`config.mk`:
```
export PLATFORM = sky130hd
export DESIGN_NAME = fir_mac_sequencer
export DESIGN_NICKNAME = d
export VERILOG_FILES = /design/src/rtl/fir_mac_sequencer.sv
export SDC_FILE = /design/constraint.sdc
export NUM_CORES = 2
export LEC_CHECK = 0
export ABC_AREA = 0
export BUFFER_PORTS_ARGS = -buffer_cell sky130_fd_sc_hd__buf_2
export CAP_MARGIN = 20
export CORE_ASPECT_RATIO = 0.7
export CORE_MARGIN = 1.5
export CORE_UTILIZATION = 58
export CTS_BUF_LIST = sky130_fd_sc_hd__clkbuf_16
export CTS_CLUSTER_SIZE = 28
export DETAILED_ROUTE_END_ITERATION = 10
export PLACE_DENSITY = 0.77
export SKIP_CTS_REPAIR_TIMING = 1
export SLEW_MARGIN = 0
export SYNTH_ARGS = -nofsm -noshare
export SYNTH_HDL_FRONTEND = slang
export SYNTH_SLANG_ARGS = --single-unit
```
`constraint.sdc`:
```
create_clock -name clk -period 22 [get_ports clk]
set_input_delay 4.4 -clock clk [delete_from_list [all_inputs] [get_ports clk]]
set_output_delay 4.4 -clock clk [all_outputs]
set_load 0.005 [all_outputs]
```
`src/rtl/fir_mac_sequencer.sv`:
```
// rtl/fir_mac_sequencer.sv - time-multiplexed single-MAC FIR engine with ring-buffer delay line
// Optional: define FIR_MAC_SATURATE_EN to clamp the shifted accumulator instead of wrapping it.
module fir_mac_sequencer #(
  parameter int TAPS   = 74,
  parameter int DATA_W = 8,
  parameter int COEF_W = 8,
  parameter int ACC_W  = 23,
  parameter int SHIFT  = 8,
  localparam int AW    = $clog2(TAPS)
) (
  input  logic                     clk,
  input  logic                     rst,
  input  logic                     in_valid,
  output logic                     in_ready,
  input  logic signed [DATA_W-1:0] in_sample,
  output logic [AW-1:0]            coef_addr,
  output logic                     coef_rd_en,
  input  logic signed [COEF_W-1:0] coef_data,
  output logic                     out_valid,
  input  logic                     out_ready,
  output logic signed [DATA_W-1:0] out_sample,
  output logic                     busy
);

  typedef enum logic [1:0] {IDLE, RUN, LAST, OUT} state_t;

  localparam int PW = DATA_W + COEF_W;
  localparam int SW = ACC_W - SHIFT;
  localparam logic [AW-1:0] K_LAST = AW'(TAPS - 1);
  localparam logic [AW-1:0] K_WRAP = AW'(TAPS);

  state_t state, state_nxt;

  logic signed [DATA_W-1:0] ring [TAPS];
  logic [AW-1:0]            wp, cur, k, rd_idx;
  logic signed [DATA_W-1:0] sample_reg;
  logic                     mac_vld;
  logic signed [ACC_W-1:0]  acc, acc_sum, prod_ext;
  logic signed [PW-1:0]     prod;
  logic signed [SW-1:0]     acc_shift;
  logic signed [DATA_W-1:0] result;

  always_ff @(posedge clk or posedge rst) begin
    if (rst) state <= IDLE;
    else     state <= state_nxt;
  end

  always_comb begin
    state_nxt  = state;
    in_ready   = 1'b0;
    coef_rd_en = 1'b0;
    coef_addr  = '0;
    busy       = 1'b1;
    case (state)
      IDLE: begin
        in_ready = 1'b1;
        busy     = 1'b0;
        if (in_valid) state_nxt = RUN;
      end
      RUN: begin
        coef_rd_en = 1'b1;
        coef_addr  = k;
        if (k == K_LAST) state_nxt = LAST;
      end
      LAST:    state_nxt = OUT;
      OUT:     if (out_ready) state_nxt = IDLE;
      default: state_nxt = IDLE;
    endcase
  end

  // Tap k pairs coefficient k with the sample k positions older than the newest one.
  assign rd_idx = (cur >= k) ? (cur - k) : (cur + K_WRAP - k);

  // ROM data and sample_reg both arrive one cycle after the read strobe.
  assign prod     = coef_data * sample_reg;
  assign prod_ext = {{(ACC_W-PW){prod[PW-1]}}, prod};
  assign acc_sum  = mac_vld ? (acc + prod_ext) : acc;
  assign acc_shift = acc_sum[ACC_W-1:SHIFT];

`ifdef FIR_MAC_SATURATE_EN
  localparam logic signed [SW-1:0] SAT_MAX = SW'((1 << (DATA_W-1)) - 1);
  localparam logic signed [SW-1:0] SAT_MIN = SW'(-(1 << (DATA_W-1)));

  always_comb begin
    result = acc_shift[DATA_W-1:0];
    if (acc_shift > SAT_MAX)      result = SAT_MAX[DATA_W-1:0];
    else if (acc_shift < SAT_MIN) result = SAT_MIN[DATA_W-1:0];
  end
`else
  assign result = acc_shift[DATA_W-1:0];
`endif

  always_ff @(posedge clk or posedge rst) begin
    if (rst) begin
      for (int i = 0; i < TAPS; i++) ring[i] <= '0;
      wp         <= '0;
      cur        <= '0;
      k          <= '0;
      sample_reg <= '0;
      mac_vld    <= 1'b0;
      acc        <= '0;
      out_valid  <= 1'b0;
      out_sample <= '0;
    end else begin
      mac_vld <= coef_rd_en;
      case (state)
        IDLE: begin
          if (in_valid) begin
            ring[wp] <= in_sample;
            cur      <= wp;
            wp       <= (wp == K_LAST) ? '0 : wp + 1'b1;
            acc      <= '0;
            k        <= '0;
          end
        end
        RUN: begin
          sample_reg <= ring[rd_idx];
          acc        <= acc_sum;
          if (k != K_LAST) k <= k + 1'b1;
        end
        LAST: begin
          acc        <= acc_sum;
          out_sample <= result;
          out_valid  <= 1'b1;
        end
        OUT: begin
          if (out_ready) out_valid <= 1'b0;
        end
        default: ;
      endcase
    end
  end

endmodule
```
==> impl_metrics.tcl <==
set metrics [dict create \
    rows 73 \
    yosysWarnings 0 \
    synth_ff_type "dfrtp_1" \
    synth_area_sq_um 33600 \
    final_nets 2887 \
    setup_viol 0 \
    largest_reg_flops 592 \
    htreeDepth 2 \
    period_share_pct 41.1 \
    grt_pass1_wl_um 135000 \
    ant_nets 0 \
    syn-instance-count 2772 \
    syn2layout_area_growth_pct 7.88 \
    cts_max_path_buffers 3 \
    grt_max_degree 160 \
    drc_errors 0 \
    crit_type "in -> reg" \
    reg.largest.list "ring (592), acc (16)" \
    worstSetupEndpointType "flop" \
    ys_types 69 \
    io_pins 39 \
    die_y_um 205 \
    dieArea_sq_um 59500 \
    viasPerCell 6.43 \
    yosys.area.top_type "dfrtp_1" \
    rsz0062_at_grt "no" \
    dp_hpwl_um 54900 \
    core_area_sq_um 57100 \
    cts.sinks 649 \
    relSlewSlack_pct 23.4 \
    outcome "finished, final reports clean" \
    antenna_found_initial 1 \
    numCtsBuffers 60 \
    grt_pass1_vias 23199 \
    worstPathCellList "buf_2 -> and2_1 -> inv_1 -> fa_1 -> inv_1 -> fa_1 -> fa_1 -> fa_1 -> fa_1 -> ha_1 -> inv_1 -> o21ai_0 -> a21oi_1 -> o21ai_0 -> a211oi_1 -> o21ai_0 -> o211ai_1 -> or3_1 -> nand3_1" \
    startpoint_type "input pin" \
    num_vias 22708 \
    min_period_ns 9.04 \
    clk_latency_ns 0.66 \
    mostFrequentLayoutCells "649 x dfrtp_1, 592 x mux2_2, 337 x nand2_1, 134 x inv_1, 98 x mux2i_1" \
    drt_iter0_markers 2545 \
    maxSlewViolCount 0 \
    wl_per_cell_um 24.2 \
    async_reset_ff_share_pct 100 \
    cap_violations 0 \
    initial_core_util_pct 58.9 \
    nFillCells 4223 \
    path_common_cell "fa_1" \
    track_usage_pct 29.2 \
    regMostFlops "ring" \
    cts_root_buf "clkbuf_16" \
    synth_area_leaders "dfrtp_1 48%, mux2_2 20%, fa_1 4.5%, nand2_1 3.8%, mux4_2 2.9%" \
    dr.pass1.iters 6 \
    fin_skew_ns 0.0341 \
    seq_area_frac_synth_pct 48.3 \
    tightest_slew_ns 1.15 \
    final_common_cell "dfrtp_1" \
    port_buffers 38 \
    hold_viol 0 \
    tns_ns 0 \
    drive_gt1_share_pct 29.2 \
    multi_input_area_sq_um 16200 \
    gp_congestion 0.910 \
    cts.clk_slew.worst_paths_ns 0.06 \
    drt_wl_total_um 85400 \
    required_ns 22.57 \
    cp_max_fo 9 \
    synth.avg_cell_area_sq_um 12.1 \
    hp-class "reg -> reg" \
    seq_area_sq_um 16200 \
    cts_tree "yes" \
    synth_fp_nets 2927 \
    max_stage_delay_ns 0.58 \
    yosys.area.top_type_share_pct 48.3 \
    synth_seq_cells 649 \
    fp.dieW_um 291 \
    worstPathArrival_ns 9.61 \
    max_freq_ghz 0.111 \
    slowest_stage "fa_1" \
    synth_edf_count 0 \
    grt_overflow_total 0 \
]
critical path, delay by kind of cell:
family / cells / cell delay, ns
fa+ha+maj: 6 / 2.82
compound gates: 6 / 1.08
simple gates: 3 / 0.91
buf+inv: 4 / 0.38
synth_stat cells (13+ instances only):
cell type / count
nand3_1: 70
inv_1: 121
nand2_1: 337
mux2_2: 592
a32oi_1: 20
nor3_1: 29
and2_1: 48
a21oi_1: 35
a31oi_1: 20
clkbuf_1: 123
mux4_2: 44
o21ai_0: 34
xnor2_1: 27
a22o_1: 15
mux2i_1: 98
ha_1: 59
a221oi_1: 15
a2111oi_0: 21
fa_1: 76
dfrtp_1: 649
buf_2: 36
nor2_1: 85
nor2b_1: 13
nand4_1: 27
routing by layer:
metal	track usage [%]	routed length, um	vias to the layer above
met1	43.0	37800	11818
met2	43.9	37900	958
met4	8.75	2410	0
met3	5.86	7260	189
li1	-	-	9743
met5	0.0813	0	-
cells by family after synthesis:
logic type,count (synthesis),synth area share [%]
xor+xnor,38,0.989
simple gates,652,8.73
mux,735,25.7
flops,649,48.3
compound gates,261,5.90
buf+inv,302,3.69
fa+ha+maj,135,6.72
cell type report:
cell class	count	area share, %
Antenna cell	2	0.0138
Clock buffer	60	4.14
Clock inverter	47	0.979
Inverter	122	1.27
Multi-Input combinational cell	1821	44.7
Sequential cell	649	44.7
Tap cell	750	2.59
Timing Repair Buffer	78	1.61
through the flow:
step | instances | cell area (sq um) | hold WS, ns | worst slack [ns] | utilization, %
6_report | 3529 | 36300 | 0.501 | 12.96 | 63.6
5_1_grt | 3527 | 36300 | 0.512 | 12.69 | 63.6
4_1_cts | 3522 | 36200 | 0.504 | 13.03 | 63.4
3_5_place_dp | 3415 | 34300 | 0.489 | 12.34 | 60.1
3_3_place_gp | 3414 | 34300 | 0.478 | 12.43 | 60.1
2_1_floorplan | 2772 | 33700 | 0.449 | 8.73 | -
worst paths after layout:
path | startpoint | end | slack (ns) | cells past startpoint
worst max-delay path | coef_data[7] | out_sample[7] | 12.96 | 19
worst min-delay path | acc[5] | acc[5] | 0.50 | 2
worst max register to register | k[0] | sample_reg[7] | 15.04 | 12
worst min register to register | acc[5] | acc[5] | 0.50 | 2
max in group asynchronous | rst | acc[2] | 14.63 | 8
min in group asynchronous | rst | ring[494] | 3.89 | 2
Power is left out: the tool's default activity adds up to more than one toggle a clock period on the data nets, which glitch-free logic cannot reach.
